==> src/rtl/pipe_pkg.sv <==
// pipe_pkg: shared state encoding and default field widths for the pipeline stage register
package pipe_pkg;
  localparam int CTRL_W = 17;
  localparam int REG_W  = 4;
  localparam int DATA_W = 32;
  typedef enum logic [1:0] {
    EMPTY = 2'd0,
    ONE   = 2'd1,
    TWO   = 2'd2
  } state_t;
endpackage

==> src/rtl/pipe_stage_reg_if.sv <==
// pipe_stage_reg_if: upstream/downstream beat handshake, flush and occupancy of one stage
interface pipe_stage_reg_if #(
  parameter int CTRL_W = pipe_pkg::CTRL_W,
  parameter int REG_W  = pipe_pkg::REG_W,
  parameter int DATA_W = pipe_pkg::DATA_W
);
  logic              flush;
  logic              in_valid, in_ready, out_valid, out_ready;
  logic [CTRL_W-1:0] in_ctrl, out_ctrl;
  logic [REG_W-1:0]  in_ra, in_rb, out_ra, out_rb;
  logic [DATA_W-1:0] in_dat_a, in_dat_b, in_off21, in_off_store, in_robj, in_imm;
  logic [DATA_W-1:0] out_dat_a, out_dat_b, out_off21, out_off_store, out_robj, out_imm;
  logic [1:0]        occ;
  modport master (
    output flush, in_valid, in_ctrl, in_ra, in_rb, in_dat_a, in_dat_b, in_off21,
           in_off_store, in_robj, in_imm, out_ready,
    input  in_ready, out_valid, out_ctrl, out_ra, out_rb, out_dat_a, out_dat_b,
           out_off21, out_off_store, out_robj, out_imm, occ
  );
  modport slave (
    input  flush, in_valid, in_ctrl, in_ra, in_rb, in_dat_a, in_dat_b, in_off21,
           in_off_store, in_robj, in_imm, out_ready,
    output in_ready, out_valid, out_ctrl, out_ra, out_rb, out_dat_a, out_dat_b,
           out_off21, out_off_store, out_robj, out_imm, occ
  );
endinterface

==> src/rtl/pipe_payload_reg.sv <==
// pipe_payload_reg: enable register with asynchronous active-low clear
module pipe_payload_reg #(
  parameter int W = 8
) (
  input  logic         clk,
  input  logic         rst_n,
  input  logic         en,
  input  logic [W-1:0] d,
  output logic [W-1:0] q
);
  always_ff @(posedge clk or negedge rst_n)
    if (!rst_n) q <= '0;
    else if (en) q <= d;
endmodule

==> src/rtl/pipe_stage_reg.sv <==
// pipe_stage_reg: two-entry skid-buffered pipeline register with flush and occupancy count
module pipe_stage_reg #(
  parameter int CTRL_W = pipe_pkg::CTRL_W,
  parameter int REG_W  = pipe_pkg::REG_W,
  parameter int DATA_W = pipe_pkg::DATA_W
) (
  input logic             clk,
  input logic             rst_n,
  pipe_stage_reg_if.slave bus
);
  import pipe_pkg::*;
  localparam int PW = CTRL_W + 2*REG_W + 6*DATA_W;
  state_t            state, state_nx;
  logic [PW-1:0]     in_pay, main_d, main_q, skid_q;
  logic [CTRL_W-1:0] main_ctrl;
  logic              accept, take, main_en, skid_en;
  assign in_pay = {bus.in_ctrl, bus.in_ra, bus.in_rb, bus.in_dat_a, bus.in_dat_b,
                   bus.in_off21, bus.in_off_store, bus.in_robj, bus.in_imm};
  // ready comes only from the registered state so out_ready never reaches in_ready
  assign bus.in_ready  = state != TWO;
  assign bus.out_valid = state != EMPTY;
  assign bus.occ       = state;
  assign accept = bus.in_valid & bus.in_ready;
  assign take   = bus.out_valid & bus.out_ready;
  assign main_en = !bus.flush && ((state == EMPTY && accept) ||
                                  (state == ONE && accept && take) ||
                                  (state == TWO && take));
  assign skid_en = !bus.flush && state == ONE && accept && !take;
  assign main_d  = state == TWO ? skid_q : in_pay;
  always_comb begin
    state_nx = state;
    case (state)
      EMPTY:   state_nx = accept ? ONE : EMPTY;
      ONE:     state_nx = accept && !take ? TWO : !accept && take ? EMPTY : ONE;
      TWO:     state_nx = take ? ONE : TWO;
      default: state_nx = EMPTY;
    endcase
    if (bus.flush) state_nx = EMPTY;
  end
  always_ff @(posedge clk or negedge rst_n)
    if (!rst_n) state <= EMPTY;
    else state <= state_nx;
  pipe_payload_reg #(.W(PW)) u_main (.clk(clk), .rst_n(rst_n), .en(main_en), .d(main_d), .q(main_q));
  pipe_payload_reg #(.W(PW)) u_skid (.clk(clk), .rst_n(rst_n), .en(skid_en), .d(in_pay), .q(skid_q));
  // bubbles carry a zero control word; the rest of the payload keeps its last value
  assign {main_ctrl, bus.out_ra, bus.out_rb, bus.out_dat_a, bus.out_dat_b,
          bus.out_off21, bus.out_off_store, bus.out_robj, bus.out_imm} = main_q;
  assign bus.out_ctrl = bus.out_valid ? main_ctrl : '0;
endmodule

==> src/flat_wrapper.sv <==
// flat-port wrapper written by rule: the top's interface ports become plain ports
module pipe_stage_reg_flat import pipe_pkg::*;
#(
  parameter int CTRL_W = pipe_pkg::CTRL_W,
  parameter int REG_W  = pipe_pkg::REG_W,
  parameter int DATA_W = pipe_pkg::DATA_W
)
  (clk, rst_n, bus_flush, bus_in_valid, bus_in_ctrl, bus_in_ra, bus_in_rb, bus_in_dat_a, bus_in_dat_b, bus_in_off21, bus_in_off_store, bus_in_robj, bus_in_imm, bus_out_ready, bus_in_ready, bus_out_valid, bus_out_ctrl, bus_out_ra, bus_out_rb, bus_out_dat_a, bus_out_dat_b, bus_out_off21, bus_out_off_store, bus_out_robj, bus_out_imm, bus_occ);
  pipe_stage_reg_if #(.CTRL_W(CTRL_W), .REG_W(REG_W), .DATA_W(DATA_W)) bus_i ();
  input logic clk;
  input logic rst_n;
  input wire logic [$bits(bus_i.flush)-1:0] bus_flush;
  input wire logic [$bits(bus_i.in_valid)-1:0] bus_in_valid;
  input wire logic [$bits(bus_i.in_ctrl)-1:0] bus_in_ctrl;
  input wire logic [$bits(bus_i.in_ra)-1:0] bus_in_ra;
  input wire logic [$bits(bus_i.in_rb)-1:0] bus_in_rb;
  input wire logic [$bits(bus_i.in_dat_a)-1:0] bus_in_dat_a;
  input wire logic [$bits(bus_i.in_dat_b)-1:0] bus_in_dat_b;
  input wire logic [$bits(bus_i.in_off21)-1:0] bus_in_off21;
  input wire logic [$bits(bus_i.in_off_store)-1:0] bus_in_off_store;
  input wire logic [$bits(bus_i.in_robj)-1:0] bus_in_robj;
  input wire logic [$bits(bus_i.in_imm)-1:0] bus_in_imm;
  input wire logic [$bits(bus_i.out_ready)-1:0] bus_out_ready;
  output wire logic [$bits(bus_i.in_ready)-1:0] bus_in_ready;
  output wire logic [$bits(bus_i.out_valid)-1:0] bus_out_valid;
  output wire logic [$bits(bus_i.out_ctrl)-1:0] bus_out_ctrl;
  output wire logic [$bits(bus_i.out_ra)-1:0] bus_out_ra;
  output wire logic [$bits(bus_i.out_rb)-1:0] bus_out_rb;
  output wire logic [$bits(bus_i.out_dat_a)-1:0] bus_out_dat_a;
  output wire logic [$bits(bus_i.out_dat_b)-1:0] bus_out_dat_b;
  output wire logic [$bits(bus_i.out_off21)-1:0] bus_out_off21;
  output wire logic [$bits(bus_i.out_off_store)-1:0] bus_out_off_store;
  output wire logic [$bits(bus_i.out_robj)-1:0] bus_out_robj;
  output wire logic [$bits(bus_i.out_imm)-1:0] bus_out_imm;
  output wire logic [$bits(bus_i.occ)-1:0] bus_occ;
  assign bus_i.flush = bus_flush;
  assign bus_i.in_valid = bus_in_valid;
  assign bus_i.in_ctrl = bus_in_ctrl;
  assign bus_i.in_ra = bus_in_ra;
  assign bus_i.in_rb = bus_in_rb;
  assign bus_i.in_dat_a = bus_in_dat_a;
  assign bus_i.in_dat_b = bus_in_dat_b;
  assign bus_i.in_off21 = bus_in_off21;
  assign bus_i.in_off_store = bus_in_off_store;
  assign bus_i.in_robj = bus_in_robj;
  assign bus_i.in_imm = bus_in_imm;
  assign bus_i.out_ready = bus_out_ready;
  assign bus_in_ready = bus_i.in_ready;
  assign bus_out_valid = bus_i.out_valid;
  assign bus_out_ctrl = bus_i.out_ctrl;
  assign bus_out_ra = bus_i.out_ra;
  assign bus_out_rb = bus_i.out_rb;
  assign bus_out_dat_a = bus_i.out_dat_a;
  assign bus_out_dat_b = bus_i.out_dat_b;
  assign bus_out_off21 = bus_i.out_off21;
  assign bus_out_off_store = bus_i.out_off_store;
  assign bus_out_robj = bus_i.out_robj;
  assign bus_out_imm = bus_i.out_imm;
  assign bus_occ = bus_i.occ;
  pipe_stage_reg #(.CTRL_W(CTRL_W), .REG_W(REG_W), .DATA_W(DATA_W)) u_core (.clk(clk), .rst_n(rst_n), .bus(bus_i));
endmodule
==> config.mk <==
export PLATFORM = sky130hd
export DESIGN_NAME = pipe_stage_reg_flat
export DESIGN_NICKNAME = d
export VERILOG_FILES = /design/src/rtl/pipe_pkg.sv /design/src/rtl/pipe_stage_reg_if.sv /design/src/rtl/pipe_payload_reg.sv /design/src/rtl/pipe_stage_reg.sv /design/src/flat_wrapper.sv
export SDC_FILE = /design/constraint.sdc
export NUM_CORES = 1
export LEC_CHECK = 0
export CORE_MARGIN = 8
export CORE_UTILIZATION = 65
export DETAILED_ROUTE_END_ITERATION = 8
export DONT_BUFFER_PORTS = 1
export MAX_ROUTING_LAYER = met4
export PLACE_DENSITY = 0.83
export SLEW_MARGIN = 20
export SYNTH_ARGS = -nofsm -noshare
export SYNTH_HDL_FRONTEND = slang
export SYNTH_SLANG_ARGS = --single-unit
==> constraint.sdc <==
create_clock -name clk -period 5.6 [get_ports clk]
set_clock_uncertainty 0.1 [all_clocks]
set_input_delay 1.12 -clock clk [delete_from_list [all_inputs] [get_ports clk]]
set_output_delay 1.12 -clock clk [all_outputs]
set_load 0.02 [all_outputs]
# Word-level counts from Yosys, hierarchy flattened

Index checks and enable logic that the tools add are counted.

Flip-flop bits (word level): 436
Input port bits: 222
Output and inout port bits: 221
Word-level logic and storage cells: 33

Eq/ne operators: 3
Mux-type cells: 8
Bitwise gates (word level): 2
Reductions and logical operators: 17

Operators by type and width:

| kind                 | number |
|---|---|
| $mux W217            | 1 |
| $mux W17             | 1 |
| $logic_and A1 B1 Y1  | 10 |
| $mux W2              | 3 |
| $pmux W2 S3          | 1 |
| $logic_not A1 Y1     | 3 |
| $and A1 B1 Y1        | 2 |
| $eq A2 B1 Y1 const B | 1 |
| $eq A2 B2 Y1 const B | 1 |
| $logic_not A2 Y1     | 1 |
| $logic_or A1 B1 Y1   | 2 |
| $mux W1              | 2 |
| $ne A2 B2 Y1 const B | 1 |
| $reduce_bool A2 Y1   | 1 |

# Logic depth before layout (Yosys ltp)

Gate-level depths: netlist of the first run.

Depth in word-level cells: 8
Depth in mapped cells: 7
Gate-level depth less buffers: 4

# Modules after synthesis

Synthesis of the first run repeated with hierarchy kept, for this count alone.

Cells, all modules: 1190
Area, all modules: 20190.6 µm²

By module, submodules not included:

| module           | times used | cells each | area each (µm²) | seq. area each (µm²) |
|---|---|---|---|---|
| pipe_payload_reg | 2          | 458        | 8582.0          | 5430.2 |
| pipe_stage_reg   | 1          | 274        | 3026.7          | 50.0 |

# Worst setup path before layout of the first run

Ideal clock, no wire load.

Path kind: register to output
Start: register u_core.state[1], in the netlist u_core.bus.occ[1]
End: output port bus_out_valid
Arrival time: 1.336 ns
Data required time: 4.380 ns
Slack: 3.044 ns
Cell stages (with the launch flop): 4
Buffers on the path: 1
Path through: dfrtp_1 > nor2_1 > clkbuf_1 > inv_1

Word-level cells in the longest chain between the ends: 1

RTL lines:

| element                | RTL line             | source |
|---|---|---|
| start, declared        | pipe_stage_reg.sv:13 | `state_t state, state_nx;` |
| start signal, assigned | pipe_stage_reg.sv:42 | `else state <= state_nx;` |
| $reduce_bool A2 Y1     | pipe_stage_reg.sv:21 | `assign bus.out_valid = state != EMPTY;` |
| end, declared          | flat_wrapper.sv:25   | `output wire logic [$bits(bus_i.out_valid)-1:0] bus_out_valid;` |

No other way between the ends.

# Worst setup path in the final report of the first run

Start: register u_core.state[1], in the netlist u_core.bus.occ[1]
End: output port bus_out_ctrl[4]

Word-level cells in the longest chain between the ends: 2

RTL lines:

| element            | RTL line             | source |
|---|---|---|
| $reduce_bool A2 Y1 | pipe_stage_reg.sv:21 |  |
| $mux W17           | pipe_stage_reg.sv:48 | `assign bus.out_ctrl = bus.out_valid ? main_ctrl : '0;` |
| end, declared      | flat_wrapper.sv:26   | `output wire logic [$bits(bus_i.out_ctrl)-1:0] bus_out_ctrl;` |

No other way between the ends.

==> results of run 1 <==
[worst max path at each step]
stage / endpoint / slack (ps) / cells past startpoint
after detailed placement: u_core.u_main.q[105] / 2470 / 5
after CTS: bus_out_ctrl[3] / 2280 / 3
final: bus_out_ctrl[4] / 2300 / 3
after floorplan: bus_out_valid / 3040 / 3
after global routing: bus_out_ctrl[11] / 2220 / 3
after global placement: u_core.u_main.q[124] / 2530 / 5
[flip-flops by register name, summed over array words and instances, names as in the netlist]
register / flops
u_core.u_main.q: 217
u_core.u_skid.q: 217
u_core.bus.occ: 2
[stage by stage]
step	util [%]	hold slack [ps]	worst slack, ps
after floorplan	-	350	3040
after global placement	61.3	362	2530
after detailed placement	61.3	368	2470
after CTS	65.8	179	2280
after global routing	65.8	168	2220
final	65.8	191	2300
[power groups by stage]
stage	registers, uW	logic, uW	clock network (uW)
6_report	4860	1270	2960
5_1_grt	4960	1350	3160
4_1_cts	4870	1280	3020
3_5_place_dp	4900	1270	0
3_3_place_gp	4860	1210	0
2_1_floorplan	4260	2020	0
[synthesized netlist by cell type (all sizes together)]
library cell and count:
o21a 1, a21oi 2, clkbuf 1, nand2b 2
o22a 1, nor2b 18, nand3b 1, nand2 3
a211oi 1, buf 272, nor3b 1, mux2 651
inv 1, nor2 2, dfrtp 436
[critical path, cell delays in order (launching register included)]
cell and delay [ps]:
dfrtp_1 620, nor2_1 210, buf_4 240, nor2b_1 470
[cells by family (layout without fill, tap and decap cells)]
kind of cell	count (synthesis)	count (layout)	synth area share (%)
multiplexers	651	651	37.9
flip-flops	436	436	50.6
buffers and inverters	274	89	10.6
AO/OA/AOI/OAI	5	5	0.157
AND/OR/NAND/NOR	27	27	0.772
[layout make-up]
type,count,area share (%)
clock buffers,63,6.02
repair buffers,9,0.664
well taps,442,2.58
clock inverters,16,0.845
inverters,1,0.0175
multi-input cells,683,39.1
flip-flops and latches,436,50.8
[layer usage]
layer / up-vias / share of wire, % / GRT usage [%]
li1: 4233 / - / -
met1: 5029 / 37 / 24.8
met2: 353 / 47 / 33.3
met3: 73 / 13 / 11.4
met4: 0 / 3.0 / 7.30
met5: - / 0 / -
==> results_dict.tcl, run 1 <==
set metrics [dict create \
    outcome "completed" \
    powerDensity_nw_per_um2 423 \
    dieWidth_um 198 \
    rsz0062_at_grt "false" \
    clock_path_buffers 3 \
    final_cell_area_sq_um 21500 \
    start_util_pct 66.1 \
    max_cap_viol_count 0 \
    clk_pin_slew_worst_paths_ps 70 \
    total_power_uw 9080 \
    antenna_found_initial 0 \
    wl_per_cell_um 26.2 \
    grt_pass1_vias 10691 \
    crit_fanout 14 \
    wl_um 43300 \
    fp.dieH_um 198 \
    r2r_cells 5 \
    p_clk_share_pct 32.6 \
    cts_tree "done" \
    fp-row-count 66 \
    ant_nets 0 \
    syn_nets 1615 \
    fmax_mhz 303 \
    synth_cell_types 22 \
    dp_cells 1571 \
    insertion_delay_ps 530 \
    multiInputGateArea_sq_um 8390 \
    cts_buffers 44 \
    ir_drop_mv 0.325 \
    diodes 0 \
    arrival_ps 2080 \
    synth_top_area_cell "dfrtp_1" \
    p_sw_uw 2490 \
    dieArea_sq_um 39300 \
    setup_violations 0 \
    io_pins 443 \
    period_needed_ps 3300 \
    slew_viol_final 0 \
    nFillCells 2190 \
    seq_area_sq_um 10900 \
    synth_area_per_cell_sq_um 15.5 \
    place_area_sq_um 20000 \
    fin_cells 1650 \
    clock-root-buffer "clkbuf_16" \
    synth_area_leaders "dfrtp_1, mux2_2, mux2_4, buf_4, mux2_1" \
    syn_to_final_growth_pct -0.395 \
    cts_hold_buf 0 \
    layout_common_cells "dfrtp_1, mux2_2, mux2_4" \
    endpoint_kind "output port" \
    synthCells 1393 \
    p_comb_share_pct 13.9 \
    port_buffers 0 \
    ys_ff_latch 436 \
    power.leakage_uw 0.00944 \
    final_common_cell "dfrtp_1" \
    gp_congestion 0.786 \
    h-tree-depth 2 \
    route.vias.total 9688 \
    period_share_pct 58.9 \
    setup.worst_path.start "u_core.bus.occ[1]" \
    relSlewSlack_pct 31.6 \
    grt_pass1_wl_um 65400 \
    synth_top_area_share_pct 50.6 \
    swShare_pct 27.4 \
    postCtsSetupBuffers 0 \
    dp_hpwl_um 28900 \
    critPathLaunchType "register" \
    tightest_slew_ps 1030 \
    ys_warn_count 0 \
    hold_viol_final 0 \
    cts_resized 0 \
    worst-setup-path-type "reg -> out" \
    pwr-share-seq_pct 53.5 \
    drcViolationCount 0 \
    ys_seq_area_share_pct 50.6 \
    grt_start_max_net_pins 437 \
    core_sq_um 32600 \
    setup_tns_ps 0 \
    required_ps 4380 \
    clock-sinks 436 \
    netlist_area_sq_um 21600 \
    overflow 0 \
    drtIter0Drc 428 \
    final_nets 1397 \
    vias_per_cell 5.87 \
    hold_class "in -> async" \
    drive_gt1_share_pct 52.1 \
    first_pass_iters 4 \
    grtUsageTotal_pct 21.9 \
    r2r_slack_ps 2930 \
    p_int_uw 6590 \
    r2r-end "u_core.u_main.q[105]" \
    timing.rr.start "u_core.bus.occ[1]" \
]
Power figures use the tool's default switching activity.
==> run 2: changes to the inputs <==
--- a/config.mk
+++ b/config.mk
@@ -6,11 +6,11 @@
 export NUM_CORES = 1
 export LEC_CHECK = 0
 export CORE_MARGIN = 8
-export CORE_UTILIZATION = 65
+export CORE_UTILIZATION = 64
 export DETAILED_ROUTE_END_ITERATION = 8
 export DONT_BUFFER_PORTS = 1
 export MAX_ROUTING_LAYER = met4
-export PLACE_DENSITY = 0.83
+export PLACE_DENSITY = 0.82
 export SLEW_MARGIN = 20
 export SYNTH_ARGS = -nofsm -noshare
 export SYNTH_HDL_FRONTEND = slang
==> constraint.sdc (replaced) <==
create_clock -name clk -period 3.4 [get_ports clk]
set_clock_uncertainty 0.1 [all_clocks]
set_input_delay 0.68 -clock clk [delete_from_list [all_inputs] [get_ports clk]]
set_output_delay 0.68 -clock clk [all_outputs]
set_load 0.02 [all_outputs]
==> run 2 against run 1 <==
Net effect:
- the flow now finishes with violations (hold timing)
- worst setup slack lost 1800 ps
- largest power group unchanged
- via count grew 0.93%
- design area grew 0.15%
- first-iteration DRC count shrank 5.4%
- register-to-register slack lost 2000 ps
- clock-buffer cell count grew 1
- sequential share of layout area shrank 0.077 points
==> results_dict.tcl, run 2 (same netlist as run 1, synthesis figures left out) <==
set metrics [dict create \
    outcome "complete, but fails checks" \
    violations "hold timing" \
    crit_fanout 12 \
    p_comb_share_pct 14.1 \
    core_sq_um 33400 \
    hold_class "in -> async" \
    final_common_cell "dfrtp_1" \
    ir_drop_mv 0.622 \
    start_util_pct 64.6 \
    period_needed_ps 2910 \
    clock_path_buffers 3 \
    drtIter0Drc 405 \
    ant_nets 0 \
    r2r-end "u_core.u_main.q[117]" \
    final_util_pct 64.5 \
    max_cap_viol_count 0 \
    powerDensity_nw_per_um2 689 \
    drive_gt1_share_pct 52.0 \
    dp_hpwl_um 29900 \
    h-tree-depth 2 \
    drcViolationCount 0 \
    p_sw_uw 4100 \
    endpoint_kind "output port" \
    period_share_pct 85.5 \
    clk_pin_slew_worst_paths_ps 60 \
    grt_start_max_net_pins 437 \
    wl_per_cell_um 26.7 \
    r2r_slack_ps 920 \
    io_pins 443 \
    power.leakage_uw 0.00945 \
    tightest_slew_ps 1250 \
    critPathLaunchType "register" \
    insertion_delay_ps 540 \
    r2r_cells 6 \
    timing.rr.start "u_core.bus.occ[1]" \
    cts_buffers 45 \
    dieArea_sq_um 39800 \
    overflow 0 \
    fp.dieH_um 200 \
    fmax_mhz 344 \
    antenna_found_initial 2 \
    port_buffers 0 \
    slew_viol_final 0 \
    wl_um 44300 \
    required_ps 2620 \
    postCtsSetupBuffers 0 \
    route.vias.total 9778 \
    dieWidth_um 200 \
    worst-setup-path-type "reg -> out" \
    cts_tree "done" \
    pwr-share-seq_pct 54.1 \
    clock-root-buffer "clkbuf_16" \
    syn_to_final_growth_pct -0.244 \
    whs_ps -264 \
    hold_viol_final 331 \
    setup_tns_ps 0 \
    arrival_ps 2130 \
    grt_pass1_vias 10975 \
    p_int_uw 10700 \
    grt_pass1_wl_um 67100 \
    max_stage_delay_ps 620 \
    grtUsageTotal_pct 22.5 \
    cp_cell_sequence "nor2_1 -> buf_4 -> nor2b_1" \
    p_clk_share_pct 31.7 \
    vias_per_cell 5.88 \
    fp-row-count 67 \
    crit_slowest_cell "dfrtp_1" \
    rsz0062_at_grt "false" \
    relSlewSlack_pct 16.7 \
    final_nets 1407 \
    setup_violations 0 \
    first_pass_iters 4 \
    clock-sinks 436 \
    layout_common_cells "dfrtp_1, mux2_2, mux2_4" \
    swShare_pct 27.7 \
    gp_congestion 0.814 \
]
[run 2: worst max-delay path, delay by kind of cell (launching register included)]
family	cells	cell delay [ps]
buffers and inverters	1	240
flip-flops	1	620
AND/OR/NAND/NOR	2	720
[run 2: area by class of cell]
| cell class | instances | area [sq um] |
|---|---|---|
| diodes | 2 | 5.00 |
| clock buffers | 64 | 1270 |
| clock inverters | 12 | 123 |
| fillers | 2291 | 11900 |
| inverters | 1 | 3.75 |
| multi-input cells | 683 | 8390 |
| flip-flops and latches | 436 | 10900 |
| well taps | 448 | 561 |
| repair buffers | 18 | 248 |
[run 2: worst max-delay path by stage]
stage,from,end,cells past startpoint
after floorplan,u_core.bus.occ[1],bus_out_valid,3
after global placement,bus_out_ready,u_core.u_main.q[117],6
after detailed placement,bus_in_valid,u_core.u_main.q[129],6
after CTS,u_core.bus.occ[1],bus_out_ctrl[7],3
after global routing,u_core.bus.occ[1],bus_out_ctrl[7],3
final,u_core.bus.occ[1],bus_out_ctrl[7],3
[run 2: per-stage QoR]
stage	setup slack [ps]	cell area, sq um	total power [uW]	cells
floorplan	1280	21600	10300	1393
global placement	912	20100	10000	1586
detailed placement	890	20100	10200	1586
CTS	460	21500	15000	1662
global route	408	21500	15400	1664
finish	494	21500	14800	1664
[run 2: power by group through the flow]
stage | Combinational, uW | Sequential (uW) | Clock (uW)
after floorplan | 3320 | 7010 | 0
after global placement | 1990 | 8000 | 0
after detailed placement | 2100 | 8080 | 0
after CTS | 2120 | 8030 | 4810
after global routing | 2260 | 8180 | 5010
final | 2100 | 8020 | 4700
[run 2: per-layer routing]
metal / part of all wire (%) / vias to the layer above / GRT usage (%)
met5: 0 / - / -
met3: 13 / 85 / 11.2
met2: 47 / 346 / 34.7
met4: 3.3 / 0 / 8.64
li1: - / 4245 / -
met1: 36 / 5102 / 24.7
[run 2: repair_timing]
action                                  in CTS  in global routing
gates resized for setup                      0                  0
hold endpoints to repair                   436                436
endpoints found under the setup margin       0                  0
==> run 3: changes to the inputs <==
--- a/config.mk
+++ b/config.mk
@@ -6,11 +6,12 @@
 export NUM_CORES = 1
 export LEC_CHECK = 0
 export CORE_MARGIN = 8
-export CORE_UTILIZATION = 64
+export CORE_UTILIZATION = 65
+export CTS_BUF_LIST = sky130_fd_sc_hd__clkbuf_8
 export DETAILED_ROUTE_END_ITERATION = 8
 export DONT_BUFFER_PORTS = 1
 export MAX_ROUTING_LAYER = met4
-export PLACE_DENSITY = 0.82
+export PLACE_DENSITY = 0.83
 export SLEW_MARGIN = 20
 export SYNTH_ARGS = -nofsm -noshare
 export SYNTH_HDL_FRONTEND = slang
==> run 3 against run 2 <==
Net effect:
- critical path type unchanged
- register-to-register slack improved by 20 ps
- via count grew 1.1%
- hold slack got worse by 56 ps
- critical endpoint is now bus_out_ctrl[0]
- the flow still finishes with violations (hold timing)
- largest power group unchanged
- highest routed layer unchanged
- non-clock buffer count is 5 higher
- sequential power barely moved
- worst setup slack lost 23 ps
==> results_dict.tcl, run 3 (same netlist as run 1, synthesis figures left out) <==
set metrics [dict create \
    r2r-end "u_core.u_main.q[178]" \
    syn_to_final_growth_pct -0.209 \
    clock-sinks 436 \
    drtIter0Drc 432 \
    cts_resized 0 \
    drive_gt1_share_pct 52.7 \
    cts_tree "done" \
    vias_per_cell 5.81 \
    timing.rr.start "u_core.bus.occ[0]" \
    fmax_mhz 341 \
    r2r_slack_ps 940 \
    ant_nets 0 \
    drcViolationCount 0 \
    max_cap_viol_count 0 \
    cts_hold_buf 2 \
    final_cell_area_sq_um 21500 \
    worst-setup-path-type "reg -> out" \
    nFillCells 2156 \
    seq_area_sq_um 10900 \
    place_area_sq_um 20200 \
    diodes 0 \
    outcome "complete, but fails checks" \
    layout_common_cells "dfrtp_1, mux2_2, mux2_4" \
    io_pins 443 \
    cp_cell_sequence "nor2_1 -> buf_4 -> nor2b_1" \
    endpoint_kind "output port" \
    power.leakage_uw 0.00960 \
    setup_tns_ps 0 \
    gp_congestion 0.795 \
    slew_viol_final 0 \
    wl_um 44100 \
    multiInputGateArea_sq_um 8390 \
    wl_per_cell_um 25.9 \
    crit_slowest_cell "dfrtp_1" \
    arrival_ps 2150 \
    insertion_delay_ps 600 \
    postCtsSetupBuffers 0 \
    h-tree-depth 3 \
    cts_buffers 70 \
    period_share_pct 86.1 \
    violations "hold timing" \
    route.vias.total 9889 \
    ir_drop_mv 0.434 \
    fin_cells 1701 \
    dieWidth_um 198 \
    clock-root-buffer "clkbuf_8" \
    port_buffers 0 \
    powerDensity_nw_per_um2 673 \
    relSlewSlack_pct 6.34 \
    final_nets 1437 \
    rsz0062_at_grt "false" \
    critPathLaunchType "register" \
    dp_hpwl_um 29900 \
    whs_ps -320 \
    clk_pin_slew_worst_paths_ps 60 \
    crit_fanout 14 \
    setup_violations 0 \
    period_needed_ps 2930 \
    grt_start_max_net_pins 437 \
    fp-row-count 66 \
    hold_viol_final 436 \
    grt_pass1_wl_um 66900 \
    first_pass_iters 4 \
    max_stage_delay_ps 620 \
    r2r_cells 5 \
    grt_pass1_vias 11110 \
    overflow 0 \
    tightest_slew_ps 1400 \
    clock_path_buffers 3 \
    required_ps 2620 \
    grtUsageTotal_pct 22.7 \
    dieArea_sq_um 39300 \
    antenna_found_initial 0 \
    fp.dieH_um 198 \
    start_util_pct 66.1 \
    hold_class "in -> async" \
    final_common_cell "dfrtp_1" \
    dp_cells 1583 \
    core_sq_um 32600 \
    final_util_pct 66.0 \
]
run 3: cell count changes in the layout (fill, tap and decap cells not counted):
cell,delta
clkbuf_8,+80
clkbuf_1,-12
buf_4,+1
clkinvlp_4,-4
diode_2,-2
inv_1,+22
buf_12,+2
bufinv_16,-1
clkbuf_16,-45
dlygate4sd3_1,+2
run 3: report_power, final:
group | total, uW | internal, uW | switching [uW]
logic | 2090 | 1510 | 585
clock network | 4370 | 2360 | 2000
registers | 8010 | 6480 | 1530
run 3: worst max path at each step:
stage / start / endpoint
after global placement: bus_out_ready / u_core.u_skid.q[39]
final: u_core.bus.occ[1] / bus_out_ctrl[0]
after floorplan: u_core.bus.occ[1] / bus_out_valid
after detailed placement: bus_out_ready / u_core.u_skid.q[39]
after global routing: u_core.bus.occ[1] / bus_out_ctrl[1]
after CTS: u_core.bus.occ[1] / bus_out_ctrl[1]
run 3: cell type report:
| type | count | area share (%) |
|---|---|---|
| Multi-Input combinational cell | 683 | 39.0 |
| Clock inverter | 29 | 0.675 |
| Sequential cell | 436 | 50.7 |
| Tap cell | 442 | 2.57 |
| Timing Repair Buffer | 23 | 1.47 |
| Clock buffer | 87 | 5.57 |
| Inverter | 1 | 0.0174 |
run 3: critical path, delay by kind of cell, from the launching register on:
family	cells	cell delay, ps
buf+inv	1	240
flops	1	620
simple gates	2	680
run 3: per-stage QoR:
step | total power (uW) | setup slack, ps
2_1_floorplan | 10300 | 1280
3_3_place_gp | 10000 | 914
3_5_place_dp | 10200 | 912
4_1_cts | 14600 | 424
5_1_grt | 15100 | 387
6_report | 14500 | 472
run 3: layer usage:
metal	vias up	wire (um)	global-route usage (%)
met4	0	1390	8.57
li1	4314	-	-
met2	362	20900	34.9
met3	83	5620	12.3
met5	-	0	-
met1	5130	16200	24.7
